$ cat config.mk
export PLATFORM = sky130hd
export DESIGN_NAME = uart_cmd_decoder
export DESIGN_NICKNAME = d
export VERILOG_FILES = /design/src/rtl/uart_cmd_decoder.sv
export SDC_FILE = /design/constraint.sdc
export NUM_CORES = 1
export LEC_CHECK = 0
export CELL_PAD_IN_SITES_DETAIL_PLACEMENT = 1
export CELL_PAD_IN_SITES_GLOBAL_PLACEMENT = 1
export CORE_MARGIN = 1
export CORE_UTILIZATION = 45
export DETAILED_ROUTE_END_ITERATION = 6
export PLACE_DENSITY = 0.88
export SYNTH_ARGS = -nofsm -noshare
export SYNTH_HDL_FRONTEND = slang
export SYNTH_SLANG_ARGS = --single-unit
$ cat constraint.sdc
create_clock -name input_clk -period 3.1 [get_ports input_clk]
set_input_delay 0.62 -clock input_clk [delete_from_list [all_inputs] [get_ports input_clk]]
set_output_delay 0.62 -clock input_clk [all_outputs]
set_load 0.1 [all_outputs]
$ cat src/rtl/uart_cmd_decoder.sv
// uart_cmd_decoder: frames UART bytes into register-write/arm/abort strobes; define CMD_CHECKSUM_EN to add a checksum byte
module uart_cmd_decoder #(
  parameter int INPUT_CLK_KHZ = 100_000,
  parameter int TIMEOUT_MS = 10
) (
  input  logic        input_clk,
  input  logic        reset,
  input  logic [7:0]  data_received,
  input  logic        data_rdy,
  output logic        reg_wr,
  output logic [3:0]  reg_addr,
  output logic [15:0] reg_data,
  output logic        arm_pulse,
  output logic        abort_pulse,
  output logic        frame_err,
  output logic [1:0]  err_code,
  output logic        busy
);
  localparam logic [31:0] TIMEOUT_CYC = 32'(INPUT_CLK_KHZ * TIMEOUT_MS);
`ifdef CMD_CHECKSUM_EN
  typedef enum logic [2:0] {IDLE, CMD, DHI, DLO, CSUM, EXEC} state_t;
`else
  typedef enum logic [2:0] {IDLE, CMD, DHI, DLO, EXEC} state_t;
`endif
  state_t state, state_d;
  logic s1, s2, s3, strobe, tmo, csum_bad;
  logic [31:0] cnt;
  logic [7:0] cmd, dhi, dlo;
  logic wr_d, arm_d, abort_d, err_d;
  logic [1:0] code_d;
  assign strobe = s2 & ~s3;
  assign busy = state != IDLE;
  assign tmo = state != IDLE && state != EXEC && !strobe && cnt == TIMEOUT_CYC - 32'd1;
`ifdef CMD_CHECKSUM_EN
  logic [7:0] csum;
  assign csum_bad = csum != (cmd ^ dhi ^ dlo);
`else
  assign csum_bad = 1'b0;
`endif
  // synchronize data_rdy and time the gap since the last accepted byte
  always_ff @(posedge input_clk or negedge reset)
    if (!reset) begin
      {s1, s2, s3} <= '0;
      cnt <= '0;
    end else begin
      {s1, s2, s3} <= {data_rdy, s1, s2};
      cnt <= (strobe || state == IDLE) ? '0 : cnt + 32'd1;
    end
  // state register, frame byte capture and registered result strobes
  always_ff @(posedge input_clk or negedge reset)
    if (!reset) begin
      state <= IDLE;
      {cmd, dhi, dlo} <= '0;
      {reg_wr, arm_pulse, abort_pulse, frame_err} <= '0;
      reg_addr <= '0;
      reg_data <= '0;
      err_code <= '0;
`ifdef CMD_CHECKSUM_EN
      csum <= '0;
`endif
    end else begin
      state <= state_d;
      if (strobe && state == CMD) cmd <= data_received;
      if (strobe && state == DHI) dhi <= data_received;
      if (strobe && state == DLO) dlo <= data_received;
`ifdef CMD_CHECKSUM_EN
      if (strobe && state == CSUM) csum <= data_received;
`endif
      {reg_wr, arm_pulse, abort_pulse, frame_err} <= {wr_d, arm_d, abort_d, err_d};
      err_code <= code_d;
      if (wr_d) begin
        reg_addr <= cmd[3:0];
        reg_data <= {dhi, dlo};
      end
    end
  // next state and the one strobe a finished (or timed-out) frame produces
  always_comb begin
    state_d = state;
    {wr_d, arm_d, abort_d, err_d} = '0;
    code_d = err_code;
    case (state)
      IDLE: state_d = (strobe && data_received == 8'hA5) ? CMD : IDLE;
      CMD:  state_d = strobe ? DHI : CMD;
      DHI:  state_d = strobe ? DLO : DHI;
`ifdef CMD_CHECKSUM_EN
      DLO:  state_d = strobe ? CSUM : DLO;
      CSUM: state_d = strobe ? EXEC : CSUM;
`else
      DLO:  state_d = strobe ? EXEC : DLO;
`endif
      EXEC: begin
        state_d = IDLE;
        if (csum_bad) {err_d, code_d} = {1'b1, 2'd3};
        else if (cmd[7:4] == 4'h8) wr_d = 1'b1;
        else if (cmd == 8'h01) arm_d = 1'b1;
        else if (cmd == 8'h02) abort_d = 1'b1;
        else {err_d, code_d} = {1'b1, 2'd1};
      end
      default: state_d = IDLE;
    endcase
    if (tmo) begin
      state_d = IDLE;
      {err_d, code_d} = {1'b1, 2'd2};
    end
  end
endmodule
== Word level (Yosys, flattened, before mapping) ==
Index checks and enable logic that the tools add are counted.
Widths: inputs -> output; s select.

* Flip-flop bits (word level): 88
* Input port bits: 11
* Output and inout bits: 27
* Logic and storage cells: 70

* Add/subtract/negate cells: 1
* Eq/ne operators: 13
* Muxes and demuxes: 26
* Bitwise gates (word level): 2
* Reduce and logical (&&, ||, !) cells: 13

{| class="wikitable"
|+ Operator list
! cell !! number
|-
| $add 32x1->32 const B || 1
|-
| $eq 32x20->1 const B || 1
|-
| $mux 32 || 1
|-
| $mux 1 || 16
|-
| $mux 2 || 6
|-
| $pmux 3 s4 || 1
|-
| $eq 8x1->1 const B || 1
|-
| $eq 8x2->1 const B || 1
|-
| $eq 8x8->1 const B || 1
|-
| $logic_and 1x1->1 || 7
|-
| $eq 3x2->1 const B || 2
|-
| $mux 3 || 2
|-
| $ne 2x2->1 const B || 3
|-
| $eq 4x4->1 const B || 1
|-
| $reduce_and 4->1 || 1
|-
| $eq 3x1->1 const B || 1
|-
| $eq 3x3->1 const B || 1
|-
| $logic_not 3->1 || 1
|-
| $ne 3x3->1 const B || 1
|-
| $reduce_bool 3->1 || 1
|-
| $reduce_bool 2->1 || 1
|-
| $and 1x1->1 || 1
|-
| $logic_not 1->1 || 1
|-
| $logic_or 1x1->1 || 1
|-
| $not 1->1 || 1
|}

== Depth between registers and ports, before layout ==
Gate-level depths: netlist of run 1.

* Word-level depth: 7
* Mapped depth: 7
* Depth with buffers taken out: 5

== Worst setup path after synthesis of run 1 ==
OpenSTA, ideal clock, no wires.

* Path kind: input to register
* Start: in cnt[0]
* End: reg cnt[16]
* Library setup time: 0.078 ns
* Data arrival time: 1.864 ns
* Data required time: 3.022 ns
* Path slack: 1.158 ns
* Stages: 8
* Path buffers: 2
* Cells stage by stage: dfrtp_1 -> ha_1 -> nand3_1 -> or3_1 -> clkbuf_1 -> clkbuf_1 -> or3_1 -> a21oi_1

* Cells in the longest elaborated chain, start to end: 2

{| class="wikitable"
|+ RTL lines
! element !! line !! text
|-
| start: declaration || 27 || <nowiki>logic [31:0] cnt;</nowiki>
|-
| $add 32x1->32 || 47 || <nowiki>cnt <= (strobe || state == IDLE) ? '0 : cnt + 32'd1;</nowiki>
|-
| $mux 32 || 47 ||
|}

Every way passes these cells.
A chain may end at the register's enable or synchronous reset.

== Worst setup path after layout of run 1 ==
* Start: in cnt[0]
* End: reg cnt[18]

Same word-level chain as after synthesis.

==> results of run 1 <==
synth_stat cells (all sizes together):
cell     count  area [sq um]
a22oi        1          7.51
a22o         1          8.76
o21ai        6          30.0
mux2        44           495
or3         12          80.1
o2111ai      1          8.76
nand3b       1          7.51
o31ai       11          82.6
nand3       12          60.1
inv          7          26.3
buf          3          12.5
and3         3          20.0
nor4         8          50.1
or4         15           114
nor3         6          30.0
nor2        15          56.3
nand2b       1          6.26
ha           1          12.5
nor4b        1          8.76
xnor2        7          61.3
and4         3          26.3
nor2b        1          6.26
nand4       13          96.3
nor3b        3          22.5
nand2       18          67.6
a211oi       1          7.51
clkbuf       9          33.8
a221oi       1          8.76
xor2         6          52.6
dfrtp       88          2200
a21bo        1          10.0
nor4bb       2          20.0
mux2i        1          10.0
a31o         1          8.76
and2         3          18.8
a21oi       19          95.1
where the power goes:
group | leakage (nW) | switching (W) | internal [W] | total, W
clock | 0.106 | 0.000425 | 0.000455 | 0.000880
combinational | 0.694 | 0.000761 | 0.000332 | 0.00109
sequential | 1.16 | 0.000203 | 0.00139 | 0.00159
total | 1.96 | 0.00139 | 0.00217 | 0.00356
through the flow:
stage	instances	cell area (sq um)	worst slack (ns)	util
3_5_place_dp	460	4280	0.805	0.518
6_report	475	4500	0.782	0.545
3_3_place_gp	460	4280	0.903	0.518
5_1_grt	475	4500	0.621	0.545
2_1_floorplan	326	3860	1.16	-
4_1_cts	475	4500	0.777	0.545
final cells by class:
| cell class | count | area [sq um] |
|---|---|---|
| clock buffer | 9 | 124 |
| clock inverter | 6 | 93.8 |
| fill | 875 | 3760 |
| inverter | 7 | 26.3 |
| multi-input combinational | 219 | 1590 |
| sequential | 88 | 2200 |
| tap | 105 | 131 |
| timing repair buffer | 41 | 330 |
logic make-up after synthesis:
logic type / synth area share
AO/OA/AOI/OAI: 0.0693
XOR/XNOR: 0.0295
adder cells (fa/ha/maj): 0.00324
buffers and inverters: 0.0188
flip-flops: 0.570
multiplexers: 0.131
AND/OR/NAND/NOR: 0.179
how the worst max path moves through the flow:
stage	to	slack, ns	depth (start not counted)
detailed placement	cnt[18]	0.81	5
floorplan	cnt[16]	1.16	7
global placement	state[0]	0.90	5
CTS	cnt[18]	0.78	5
global route	cnt[30]	0.62	5
finish	cnt[18]	0.78	5
registers in the layout, indices dropped and copies added (netlist names):
name         count
abort_pulse      1
state            3
err_code         2
reg_addr         4
cnt             32
s3               1
frame_err        1
s1               1
cmd              8
arm_pulse        1
s2               1
reg_data        16
dhi              8
reg_wr           1
dlo              8
layer usage:
metal / up-vias / global-route usage
met5: - / 0
met4: 0 / 0.0758
met3: 13 / 0.0451
met2: 43 / 0.411
met1: 1454 / 0.278
li1: 1281 / -
==> reports/qor.yml, run 1 <==
cp-startpoint: "cnt[0]"
cp_cell_sequence: "ha_1 -> nand3_1 -> or3_1 -> or4_1 -> a21oi_1"
rr_startpoint: "cnt[0]"
synthCells: 326
setup-violations-final: 0
dieArea_sq_um: 8960
cts-root-buf: "clkbuf_8"
power_density_nw_per_um2: 792
slew_headroom: 0.546
crit_type: "flip-flop to flip-flop"
hold_slack_ns: 0.258
io_buffers: 37
cts-buffers-inserted: 9
synthesis.nets: 338
finalHoldViolations: 0
ir_drop_uv: 455
wl_per_cell_um: 19.8
vias: 2791
ys_types: 41
grt_pass1_wl_mm: 15.5
drt_iter0_drc: 140
layout-drive-gt1-share: 0.270
drc: 0
vias_per_cell: 5.88
cp.arrival_ns: 2.59
area_growth_pct: 16.4
slew_viol_final: 0
timing.rr.end: "cnt[18]"
worst_path_largest_cell_delay_ns: 0.63
clock_latency_ns: 0.36
synth.avg_cell_area_sq_um: 11.9
ys_warn_count: 0
ff2ff_setup_slack_ns: 0.78
wirelength_mm: 9.41
max_freq_ghz: 0.431
cts_sinks: 88
wl_met3_um: 289
fin_skew_ns: 0.0114
p_leak_nw: 1.96
rows: 33
grt_antenna_before_repair: 0
antenna_left: 0
layout_common_cells: "dfrtp_1, mux2_2, buf_4"
gp_congestion: 0.818
total_power_w: 0.00356
end_kind: "flip-flop"
worst-path-buf-inv: 0
grt.total_usage: 0.230
post_cts_resized: 0
netlist_area_sq_um: 3860
dr.pass1.iters: 4
hold_path_class: "input port to async pin"
rsz0062_at_grt: "no"
cp_max_fo: 17
routed-wl-met2_mm: 4.97
overflow: 0
boundaryPins: 38
period_needed_ns: 2.32
cts.path.max_buffers: 2
ys_seq_area_frac: 0.570
r2r_cells: 5
htreeDepth: 3
maxCapViolations: 0
hpwlAfterDp_mm: 6.70
initial_core_util: 0.468
die_x_um: 94.7
cts_hold_buf: 0
critPathSlowestCell: "or3_1"
die_h_um: 94.7
tritoncts: "done"
post-route-period-util: 0.748
final_nets: 378
cp-start-kind: "flip-flop"
required_ns: 3.38
antenna_cells: 0
top_layer: "met4"
synth_seq_cells: 88
core_area_sq_um: 8260
critPathTopFamily: "simple AND/OR/NAND/NOR gates"
grt_max_degree: 47
mostFrequentLayoutCell: "dfrtp_1"
grt_pass1_vias: 3054
tns_ns: 0
tightest_slew_ns: 0.678
post_cts_buffers: 0
wl_met1_mm: 4.04
clk_pin_slew_ns: 0.10
status: "finished clean"
No activity file was read; power rests on OpenSTA's default activity.
==> run 2, diff against run 1 <==
--- a/config.mk
+++ b/config.mk
@@ -8,9 +8,9 @@
 export CELL_PAD_IN_SITES_DETAIL_PLACEMENT = 1
 export CELL_PAD_IN_SITES_GLOBAL_PLACEMENT = 1
 export CORE_MARGIN = 1
-export CORE_UTILIZATION = 45
+export CORE_UTILIZATION = 41
 export DETAILED_ROUTE_END_ITERATION = 6
-export PLACE_DENSITY = 0.88
+export PLACE_DENSITY = 0.85
 export SYNTH_ARGS = -nofsm -noshare
 export SYNTH_HDL_FRONTEND = slang
 export SYNTH_SLANG_ARGS = --single-unit
==> constraint.sdc (replaced) <==
create_clock -name input_clk -period 2.1 [get_ports input_clk]
set_input_delay 0.42 -clock input_clk [delete_from_list [all_inputs] [get_ports input_clk]]
set_output_delay 0.42 -clock input_clk [all_outputs]
set_load 0.1 [all_outputs]
==> run 2 against run 1 <==
Net effect:
- wire length rose by 4.0%
- maximum frequency rose by 15%
- sequential power rose by 47%
- non-clock buffer count rose by 25
- clock skew barely moved
- worst setup slack got worse by 0.70 ns
- critical endpoint is now cnt[26]
==> reports/qor.yml, run 2 (synthesis gave the netlist of run 1 again) <==
instances_no_fill: 507
required_ns: 2.39
ir_drop_uv: 761
critPathTopFamily: "simple AND/OR/NAND/NOR gates"
setup-violations-final: 0
clk_pin_slew_ns: 0.10
cts_sinks: 88
die_x_um: 99.1
fin_skew_ns: 0.0111
worst_path_largest_cell_delay_ns: 0.54
overflow: 0
status: "finished clean"
io_buffers: 37
max_freq_ghz: 0.495
grt_max_degree: 33
p_leak_nw: 2.09
hpwlAfterDp_mm: 6.77
die_h_um: 99.1
core_area_sq_um: 9200
cp.arrival_ns: 2.31
grt_pass1_wl_mm: 16.5
placed_cells: 488
tightest_slew_ns: 0.461
vias: 2904
dr.pass1.iters: 4
power.share.combinational: 0.321
cts.path.max_buffers: 2
area_growth_pct: 22.4
vias_per_cell: 5.73
intPower_w: 0.00321
p_switching_w: 0.00208
dieArea_sq_um: 9820
slew_headroom: 0.690
post-route-period-util: 0.962
gp_congestion: 0.850
clock_power_share: 0.238
layout-drive-gt1-share: 0.328
total_power_w: 0.00529
slew_viol_final: 0
critPathSlowestCell: "or4_1"
drc: 0
worst-path-buf-inv: 1
drt_iter0_drc: 97
rows: 35
grt.total_usage: 0.219
largest_reg_flops: 32
hold_slack_ns: 0.364
initial_core_util: 0.420
end_kind: "flip-flop"
antenna_left: 0
grt_pass1_vias: 3218
largest_register: "cnt"
pre_cts_slack_ns: 0.0179
cp-start-kind: "flip-flop"
maxCapViolations: 0
grt_antenna_before_repair: 0
largestRegisters: "cnt (32), reg_data (16)"
seqPwrFrac: 0.441
cts-buffers-inserted: 9
htreeDepth: 3
mostFrequentLayoutCell: "dfrtp_1"
antenna_cells: 0
period_needed_ns: 2.02
swShare: 0.393
cp_cell_sequence: "ha_2 -> nand3_1 -> or3_1 -> buf_4 -> or4_1 -> a21oi_2"
boundaryPins: 38
crit_type: "flip-flop to flip-flop"
final_nets: 403
layout_common_cells: "dfrtp_1, buf_4, mux2_2"
cp_max_fo: 17
hold_path_class: "flip-flop to flip-flop"
cts-root-buf: "clkbuf_8"
wl_per_cell_um: 19.3
wirelength_mm: 9.79
tritoncts: "done"
clock_latency_ns: 0.36
power_density_nw_per_um2: 1120
fin_ws_ns: 0.0791
finalHoldViolations: 0
run 2: cell count changes in the layout (fill, tap and decap cells not counted), sizes merged:
cell,before,now
buf,32,56
inv,8,10
bufinv,2,1
clkbuf,9,10
clkinv,2,1
dlygate4sd3,0,1
run 2: layout make-up:
class,count,area [sq um]
inverter,7,26.3
sequential,88,2200
clock buffer,10,138
fill,985,4470
clock inverter,6,72.6
tap,111,139
multi-input combinational,219,1610
timing repair buffer,66,546
run 2: worst register-to-register path, stage by stage (launching register included):
cell and delay, ns:
dfrtp_1 0.40, ha_2 0.20, nand3_1 0.10, or3_1 0.36, buf_4 0.20, or4_1 0.54
a21oi_2 0.16
run 2: power by group through the flow:
stage | clock network (W) | logic [W] | registers, W
after floorplan | 0 | 0.000682 | 0.00283
after global placement | 0 | 0.00162 | 0.00232
after detailed placement | 0 | 0.00167 | 0.00236
after CTS | 0.00129 | 0.00169 | 0.00234
after global routing | 0.00135 | 0.00181 | 0.00239
final | 0.00126 | 0.00170 | 0.00233
run 2: path summary, 6_finish.rpt:
| path | start | endpoint | slack, ns | cells after the start |
|---|---|---|---|---|
| max in group asynchronous | reset | frame_err | 1.04 | 3 |
| max reg2reg | cnt[1] | cnt[26] | 0.08 | 6 |
| min in group asynchronous | reset | cnt[19] | 0.48 | 2 |
| min reg2reg | s1 | s2 | 0.36 | 0 |
| min | s1 | s2 | 0.36 | 0 |
| max | cnt[1] | cnt[26] | 0.08 | 6 |
run 2: routing by layer:
layer / part of all wire / vias to the layer above / track usage
met5: 0 / - / 0
met4: 0.013 / 0 / 0.0543
met3: 0.038 / 16 / 0.0520
met2: 0.55 / 60 / 0.408
met1: 0.40 / 1492 / 0.254
li1: - / 1336 / -
run 2: timing repair:
item,4_1_cts,5_1_grt
setup endpoints to repair,0,11
hold buffers,1,0
hold endpoints to repair,17,0
resized for setup,0,5
buffers inserted,0,2
run 2: stage by stage:
| stage | utilization | cell area (sq um) | setup TNS (ns) |
|---|---|---|---|
| after global placement | 0.487 | 4480 | 0 |
| after detailed placement | 0.487 | 4480 | 0 |
| final | 0.514 | 4730 | 0 |
| after CTS | 0.511 | 4700 | 0 |
| after global routing | 0.514 | 4730 | -0.0397 |
| after floorplan | - | 3860 | 0 |
